$ cat config.mk
export PLATFORM = sky130hd
export DESIGN_NAME = pc_sequencer_flat
export DESIGN_NICKNAME = d
export VERILOG_FILES = /design/src/rtl/pc_sequencer_if.sv /design/src/rtl/pc_sequencer.sv /design/src/flat_wrapper.sv
export SDC_FILE = /design/constraint.sdc
export NUM_CORES = 1
export LEC_CHECK = 0
export BUFFER_PORTS_ARGS = -buffer_cell sky130_fd_sc_hd__buf_2
export CORE_UTILIZATION = 40
export CTS_CLUSTER_SIZE = 10
export DETAILED_ROUTE_END_ITERATION = 16
export SYNTH_ARGS = -nofsm -noshare
export SYNTH_HDL_FRONTEND = slang
export SYNTH_SLANG_ARGS = --single-unit
export TNS_END_PERCENT = 20
$ cat constraint.sdc
create_clock -name clk -period 4.62 [get_ports clk]
set_input_delay 0.462 -clock clk [delete_from_list [all_inputs] [get_ports clk]]
set_output_delay 0.462 -clock clk [all_outputs]
set_load 0.1 [all_outputs]
$ cat src/rtl/pc_sequencer_if.sv
// Control/status bundle between a fetch controller and the PC sequencer.
// The controller drives the request side (master); the sequencer answers (slave).
interface pc_sequencer_if #(
  parameter int unsigned WIDTH     = 32,
  parameter int unsigned RAS_DEPTH = 4
);
  logic                       stall;
  logic                       exc_valid;
  logic                       redirect_valid;
  logic [WIDTH-1:0]           redirect_target;
  logic                       call;
  logic                       ret;
  logic [WIDTH-1:0]           pc;
  logic [WIDTH-1:0]           pc_next_seq;
  logic [$clog2(RAS_DEPTH):0] ras_count;
  logic                       ret_miss;
  logic                       misalign;

  modport master (
    output stall, exc_valid, redirect_valid, redirect_target, call, ret,
    input  pc, pc_next_seq, ras_count, ret_miss, misalign
  );

  modport slave (
    input  stall, exc_valid, redirect_valid, redirect_target, call, ret,
    output pc, pc_next_seq, ras_count, ret_miss, misalign
  );
endinterface

$ cat src/rtl/pc_sequencer.sv
// Program-counter sequencer: priority next-PC select (exception, redirect, return, stall,
// sequential) with a circular return-address stack that overwrites its oldest entry when full.
module pc_sequencer #(
  parameter int unsigned      WIDTH        = 32,
  parameter logic [WIDTH-1:0] RESET_VECTOR = 'h0000_3000,
  parameter logic [WIDTH-1:0] EXC_VECTOR   = 'h0000_3180,
  parameter int unsigned      STEP         = 4,
  parameter int unsigned      RAS_DEPTH    = 4
) (
  input logic           clk,
  input logic           reset,
  pc_sequencer_if.slave bus
);

  localparam int unsigned     PtrW   = $clog2(RAS_DEPTH);
  localparam int unsigned     CntW   = PtrW + 1;
  localparam logic [CntW-1:0] CntMax = CntW'(RAS_DEPTH);

  logic [WIDTH-1:0] r_pc;
  logic [WIDTH-1:0] r_ras [RAS_DEPTH];
  logic [PtrW-1:0]  r_top;
  logic [CntW-1:0]  r_count;
  logic             r_ret_miss;
  logic             r_misalign;

  logic [WIDTH-1:0] w_pc_seq;
  logic [WIDTH-1:0] w_pc_d;
  logic [WIDTH-1:0] w_target_aligned;
  logic             w_ras_nonempty;
  logic             w_push;
  logic             w_pop;
  logic             w_ret_miss;
  logic             w_misalign;
  logic             w_ras_we;
  logic [PtrW-1:0]  w_ras_widx;
  logic [PtrW-1:0]  w_top_d;
  logic [CntW-1:0]  w_count_d;

  assign w_pc_seq         = r_pc + WIDTH'(STEP);
  assign w_target_aligned = {bus.redirect_target[WIDTH-1:2], 2'b00};
  assign w_ras_nonempty   = (r_count != '0);

  // Accept conditions follow the same priority as the PC select below.
  assign w_push     = bus.call & bus.redirect_valid & ~bus.exc_valid;
  assign w_pop      = bus.ret & ~bus.exc_valid & ~bus.redirect_valid & w_ras_nonempty;
  assign w_ret_miss = bus.ret & ~bus.exc_valid & ~bus.redirect_valid & ~w_ras_nonempty;
  assign w_misalign = bus.redirect_valid & ~bus.exc_valid & (bus.redirect_target[1:0] != 2'b00);

  always_comb begin
    w_pc_d = w_pc_seq;
    if (bus.exc_valid) begin
      w_pc_d = EXC_VECTOR;
    end else if (bus.redirect_valid) begin
      w_pc_d = w_target_aligned;
    end else if (bus.ret && w_ras_nonempty) begin
      w_pc_d = r_ras[r_top];
    end else if (bus.stall) begin
      w_pc_d = r_pc;
    end
  end

  // Stack pointer always names the top entry; a wrapping push silently drops the oldest.
  always_comb begin
    w_ras_we   = 1'b0;
    w_ras_widx = r_top + PtrW'(1);
    w_top_d    = r_top;
    w_count_d  = r_count;
    if (w_push && w_pop) begin
      w_ras_we   = 1'b1;
      w_ras_widx = r_top;
    end else if (w_push) begin
      w_ras_we  = 1'b1;
      w_top_d   = r_top + PtrW'(1);
      w_count_d = (r_count == CntMax) ? r_count : r_count + CntW'(1);
    end else if (w_pop) begin
      w_top_d   = r_top - PtrW'(1);
      w_count_d = r_count - CntW'(1);
    end
  end

  always_ff @(posedge clk) begin
    if (reset) begin
      r_pc       <= RESET_VECTOR;
      r_top      <= '0;
      r_count    <= '0;
      r_ret_miss <= 1'b0;
      r_misalign <= 1'b0;
    end else begin
      r_pc       <= w_pc_d;
      r_top      <= w_top_d;
      r_count    <= w_count_d;
      r_ret_miss <= w_ret_miss;
      r_misalign <= w_misalign;
    end
  end

  // Entries are left unreset; ras_count alone defines which are valid.
  always_ff @(posedge clk) begin
    if (!reset && w_ras_we) begin
      r_ras[w_ras_widx] <= w_pc_seq;
    end
  end

  assign bus.pc          = r_pc;
  assign bus.pc_next_seq = w_pc_seq;
  assign bus.ras_count   = r_count;
  assign bus.ret_miss    = r_ret_miss;
  assign bus.misalign    = r_misalign;

endmodule
$ cat src/flat_wrapper.sv
// flat-port wrapper written by rule: the top's interface ports become plain ports
module pc_sequencer_flat 
#(
  parameter int unsigned      WIDTH        = 32,
  parameter logic [WIDTH-1:0] RESET_VECTOR = 'h0000_3000,
  parameter logic [WIDTH-1:0] EXC_VECTOR   = 'h0000_3180,
  parameter int unsigned      STEP         = 4,
  parameter int unsigned      RAS_DEPTH    = 4
)
  (clk, reset, bus_stall, bus_exc_valid, bus_redirect_valid, bus_redirect_target, bus_call, bus_ret, bus_pc, bus_pc_next_seq, bus_ras_count, bus_ret_miss, bus_misalign);
  pc_sequencer_if #(.WIDTH(WIDTH), .RAS_DEPTH(RAS_DEPTH)) bus_i ();
  input logic clk;
  input logic reset;
  input wire logic [$bits(bus_i.stall)-1:0] bus_stall;
  input wire logic [$bits(bus_i.exc_valid)-1:0] bus_exc_valid;
  input wire logic [$bits(bus_i.redirect_valid)-1:0] bus_redirect_valid;
  input wire logic [$bits(bus_i.redirect_target)-1:0] bus_redirect_target;
  input wire logic [$bits(bus_i.call)-1:0] bus_call;
  input wire logic [$bits(bus_i.ret)-1:0] bus_ret;
  output wire logic [$bits(bus_i.pc)-1:0] bus_pc;
  output wire logic [$bits(bus_i.pc_next_seq)-1:0] bus_pc_next_seq;
  output wire logic [$bits(bus_i.ras_count)-1:0] bus_ras_count;
  output wire logic [$bits(bus_i.ret_miss)-1:0] bus_ret_miss;
  output wire logic [$bits(bus_i.misalign)-1:0] bus_misalign;
  assign bus_i.stall = bus_stall;
  assign bus_i.exc_valid = bus_exc_valid;
  assign bus_i.redirect_valid = bus_redirect_valid;
  assign bus_i.redirect_target = bus_redirect_target;
  assign bus_i.call = bus_call;
  assign bus_i.ret = bus_ret;
  assign bus_pc = bus_i.pc;
  assign bus_pc_next_seq = bus_i.pc_next_seq;
  assign bus_ras_count = bus_i.ras_count;
  assign bus_ret_miss = bus_i.ret_miss;
  assign bus_misalign = bus_i.misalign;
  pc_sequencer #(.WIDTH(WIDTH), .RESET_VECTOR(RESET_VECTOR), .EXC_VECTOR(EXC_VECTOR), .STEP(STEP), .RAS_DEPTH(RAS_DEPTH)) u_core (.clk(clk), .reset(reset), .bus(bus_i));
endmodule
* Word level (Yosys, flattened, before mapping)
Memories as Yosys holds them, arrays and structs flattened. A register that Yosys moved wholly into a read port is not among the register bits.
Cells that the tools add are included.
W data, S select, Z words.
** Storage, ports and cells
- Flip-flop bits (word level) :: 39
- Bits in latches :: 0
- RAM bits :: 128
- ROM bits :: 0
- Word-level logic and storage cells :: 57
- Memories :: 1
** Memories
- u_core.r_ras :: depth 4, bits a word 32, rd ports 1, clocked after memory_dff 1, write ports 1, line pc_sequencer.sv:20 : logic [WIDTH-1:0] r_ras [RAS_DEPTH];
** Operators by class
- Add/subtract/negate cells :: 5
- $mul :: 0
- Divide/modulo/power cells :: 0
- Order comparisons :: 0
- Eq/ne operators :: 5
- Shifts and indexed selects :: 0
- Mux-type cells :: 16
- Bitwise logic cells :: 12
- Reductions and logical operators :: 11
** Operator list (number)
- $mux W32 :: 3
- $add A32 B3 Y32 const B :: 1
- $mux W2 :: 5
- $mux W3 :: 3
- $mux W9 :: 1
- $and A1 B1 Y1 :: 8
- $mux W1 :: 4
- $ne A4 B1 Y1 const B :: 1
- $not A1 Y1 :: 4
- $reduce_bool A2 Y1 :: 2
- $add A3 B1 Y3 const B :: 1
- $eq A3 B3 Y1 const B :: 1
- $logic_and A1 B1 Y1 :: 3
- $ne A3 B1 Y1 const B :: 1
- $reduce_and A3 Y1 :: 1
- $reduce_bool A3 Y1 :: 1
- $reduce_or A3 Y1 :: 1
- $sub A3 B1 Y3 const B :: 1
- $add A2 B1 Y2 const B :: 1
- $ne A2 B1 Y1 const B :: 1
- $ne A2 B2 Y1 const B :: 1
- $reduce_and A2 Y1 :: 1
- $reduce_or A2 Y1 :: 1
- $sub A2 B1 Y2 const B :: 1
- $logic_not A1 Y1 :: 1

* Logic depth before layout (Yosys ltp)
- Depth after elaboration :: 9
- Gate-level depth with buffers :: 10

* Worst setup path after synthesis
OpenSTA, ideal clock, no wires.
- Kind :: reg2reg
- Start point :: register u_core.r_count[1] (netlist: u_core.bus.ras_count[1])
- End point :: memory u_core.r_ras[3][0], enable pin
- Arrival :: 4.757 ns
- Setup slack :: -0.605 ns
- Stages on the path, launching flop included :: 8
- Path buffers :: 2
- Clock period less this slack :: 5.225 ns
- Cells stage by stage :: dfxtp_1 o31ai_1 clkbuf_1 clkbuf_1 nor3_1 ha_1 xor2_1 nor3b_1
** Between the ends
- Cells in the longest elaborated chain, start to end :: 7
** RTL lines
- from (decl) :: line pc_sequencer.sv:22 : logic [CntW-1:0] r_count;
- from (signal assigned) :: line pc_sequencer.sv:91 : r_count <= w_count_d;
- $reduce_bool A3 Y1 * :: line pc_sequencer.sv:41 : assign w_ras_nonempty = (r_count != '0);
- $and A1 B1 Y1 * :: line pc_sequencer.sv:45 : assign w_pop = bus.ret & ~bus.exc_valid & ~bus.redirect_valid & w_ras_nonempty;
- $logic_and A1 B1 Y1 * :: line pc_sequencer.sv:68 : if (w_push && w_pop) begin
- $mux W1 :: line pc_sequencer.sv:68
- $logic_and A1 B1 Y1 :: line pc_sequencer.sv:99 : if (!reset && w_ras_we) begin
- $mux W1 :: line pc_sequencer.sv:99
- $mux W1 (not written as such) :: line pc_sequencer.sv:100 : r_ras[w_ras_widx] <= w_pc_seq;
- to (decl) :: line pc_sequencer.sv:20
Every way passes the cells marked *; elsewhere a longest branch is shown, timed or not.

* Worst setup path in the final report
- Start point :: register u_core.r_pc[2] (netlist: u_core.bus.pc[2])
- End point :: output port bus_pc_next_seq[25]
** Between the ends
- Cells in the longest elaborated chain, start to end :: 1
** RTL lines
- from (decl) :: line pc_sequencer.sv:19 : logic [WIDTH-1:0] r_pc;
- from (signal assigned) :: line pc_sequencer.sv:89 : r_pc <= w_pc_d;
- $add A32 B3 Y32 :: line pc_sequencer.sv:39 : assign w_pc_seq = r_pc + WIDTH'(STEP);
- to (decl) :: line flat_wrapper.sv:21 : output wire logic [$bits(bus_i.pc_next_seq)-1:0] bus_pc_next_seq;
No other way between the ends.

==> results.json <==
{
  "fmax_mhz": 269,
  "final_core_util_pct": 48.1,
  "rows": 50,
  "dp.cells": 881,
  "syn-cell-area_mm2": 0.00763,
  "yosys-top-cells-area": "edfxtp_1 50%, dfxtp_1 11%, mux4_2 9.4%",
  "yosysMostFrequentCell": "edfxtp_1",
  "drc": 0,
  "final_antenna_net_count": 0,
  "synthArstFlopShare_pct": 0,
  "grt-ovfl-total": 0,
  "finalCriticalPeriod_ps": 3720,
  "max_slew.worst_pin.slew_ps": 1030,
  "num_io_pins": 108,
  "synth_top_area_cell": "edfxtp_1",
  "fin_nets": 708,
  "antenna_found_initial": 0,
  "cp_slowest_stage_delay_ps": 700,
  "die_area_mm2": 0.0196,
  "slew-limit-headroom_pct": 31.0,
  "critPathBufInv": 1,
  "status": "finished, final reports clean",
  "initial_core_util_pct": 40.8,
  "fin_ws_ps": 898,
  "cts_tree": "done",
  "die_x_um": 140,
  "synth_edf_count": 128,
  "crit_family": "simple AND/OR/NAND/NOR gates",
  "die_h_um": 140,
  "seq_area_mm2": 0.00467,
  "slew_violations": 0,
  "core-area_mm2": 0.0187,
  "p_total_w": 0.00373,
  "areaGrowthSynthToFinish_pct": 17.8,
  "layout-drive-gt1-share_pct": 29.2,
  "grt_pass1_wl_mm": 30.3,
  "finalSetupViolCount": 0,
  "min_period_over_period_pct": 80.6,
  "max_cap_violations": 0,
  "globalplace.congestion": 0.869,
  "fin_tns_setup_ps": 0,
  "dpl.hpwl_mm": 13.0,
  "rsz0062_at_grt": "no",
  "num-fill-cells": 1625,
  "cts_resized": 0,
  "drtIter0Drc": 369,
  "cp_cell_sequence": "nand4_1, or4_4, nor2_1, nand2_1, xnor2_1, buf_2",
  "post-cts-setup-buffer-count": 0,
  "multi_input_area_mm2": 0.00276,
  "power.leakage_nw": 3.18,
  "antenna_cells": 0,
  "cts_buffer_depth": 2,
  "hold_viol_final": 0,
  "p_per_area_mw_per_mm2": 414,
  "synth_nets": 617,
  "synth-seq-cells": 169,
  "grt.total_usage_pct": 20.8,
  "viasPerCell": 5.74,
  "end_kind": "output port",
  "synth_common_cells": "128 x edfxtp_1, 51 x nor2_1, 41 x dfxtp_1",
  "seq_area_frac_synth_pct": 61.2,
  "syn_inst": 575,
  "drt_wl_total_mm": 19.8,
  "wl_per_cell_um": 21.6,
  "firstDrtPassIters": 4,
  "setup.worst_path.class": "reg -> out",
  "worstPathArrival_ps": 3260,
  "insertion_delay_ps": 430,
  "yosys_warnings": 0,
  "worst-path-max-fanout": 11,
  "grt_max_degree": 58,
  "first_global_vias": 5331,
  "cts.htree.levels": 4,
  "crit_slowest_cell": "or4_4",
  "cts_hold_buffers": 0,
  "crit_required_ps": 4160,
  "clockRootBuffer": "clkbuf_16",
  "cts.clk_slew.worst_paths_ps": 60,
  "syn_area_per_cell_um2": 13.3,
  "layoutNonFillerInstCount": 913,
  "dr_total_vias": 5240,
  "place_ws_ps": 1390,
  "synth.distinct_cells": 60,
  "io_buffers": 107,
  "hold_path.class": "in -> reg",
  "finClkSkew_ps": 9.75,
  "cp-start-kind": "flop",
  "yosys.area.top_type_share_pct": 50.4,
  "synth-main-ff-cell": "edfxtp_1",
  "cts_made_buffers": 17,
  "cts_sinks": 169,
  "peakVddDrop_uv": 252
}
==> kinds of logic after synthesis <==
logic type | count (synthesis) | share of synthesized area [%]
adders and majority gates | 3 | 0.591
xor gates and xnor gates | 44 | 5.05
AOI/OAI and AO/OA | 103 | 8.83
buffers and inverters | 58 | 3.18
and+or+nand+nor | 162 | 11.2
muxes | 36 | 10.0
DFF | 169 | 61.2
==> state kept, by name (all words and copies together) (netlist names), named ones only <==
| register | cells |
|---|---|
| u_core.bus.misalign | 1 |
| u_core.bus.ras_count | 3 |
| u_core.r_ras | 128 |
| u_core.bus.ret_miss | 1 |
| u_core.bus.pc | 30 |
| u_core.r_top | 2 |
==> layer usage <==
| layer | global-route usage (%) | vias up | wire length, um |
|---|---|---|---|
| met3 | 4.27 | 33 | 1060 |
| met1 | 26.8 | 2652 | 8530 |
| met4 | 7.17 | 0 | 409 |
| met2 | 34.9 | 188 | 9750 |
| met5 | 0 | - | 0 |
| li1 | - | 2367 | - |
==> tightest hold or removal path: stages <==
cell	delay [ps]
buf_2	70
a21oi_1	50
o31ai_1	60
==> through the flow <==
stage | cell area, um2 | hold slack (ps)
2_1_floorplan | 7630 | 576
3_3_place_gp | 8370 | 513
3_5_place_dp | 8370 | 529
4_1_cts | 8990 | 255
5_1_grt | 8990 | 253
6_report | 8990 | 262
==> placed cells by master (no fill, tap or decap), types with 3 or more instances in the layout <==
master     netlist  final
edfxtp_1       128    128
nand2_1         33     33
o31ai_1          7      6
dfxtp_1         41     40
nand3_1         22     22
a31oi_1          5      5
buf_2           12    107
nor2_1          51     49
buf_4            2      9
and3_1           3      3
inv_1           14     14
nor4_1           4      4
clkinv_2         0      4
nor4_2           3      3
or3_1            4      4
nor3b_1          5      4
nor3_1          13     12
a221oi_1         4      4
clkbuf_16        0     17
o31a_1           4      4
bufinv_16        0      4
o21a_1           5      5
nand4_1          6      6
xor2_1          18     18
xnor2_1         26     26
mux4_2          32     32
a21oi_1         28     28
o21ai_0         22     22
o22ai_1          3      3
a211oi_1         3      3
a22oi_1          5      5
==> where the power goes <==
| part | internal (W) | switching (W) | leakage, nW |
|---|---|---|---|
| Combinational | 0.000139 | 0.000385 | 1.37 |
| Sequential | 0.00166 | 0.0000553 | 1.52 |
| Clock | 0.000915 | 0.000571 | 0.301 |
==> cell type report <==
class                           instances  area share, %
Sequential cell                       169           51.9
Multi-Input combinational cell        348           30.7
Timing Repair Buffer                  116           6.71
Clock buffer                           19           4.93
Tap cell                              234           3.26
Clock inverter                         13           1.96
Inverter                               14          0.585
==> path summary, 6_finish.rpt <==
check	startpoint	end	slack [ps]	cells past startpoint
worst min-delay path	bus_redirect_target[12]	u_core.bus.pc[12]	260	3
worst max register to register	u_core.bus.ras_count[0]	u_core.r_ras[3][0]	1830	7
worst max-delay path	u_core.bus.pc[2]	bus_pc_next_seq[25]	900	6
worst min register to register	flop	flop	530	2
Note: power is estimated with default switching activity, not from simulation.
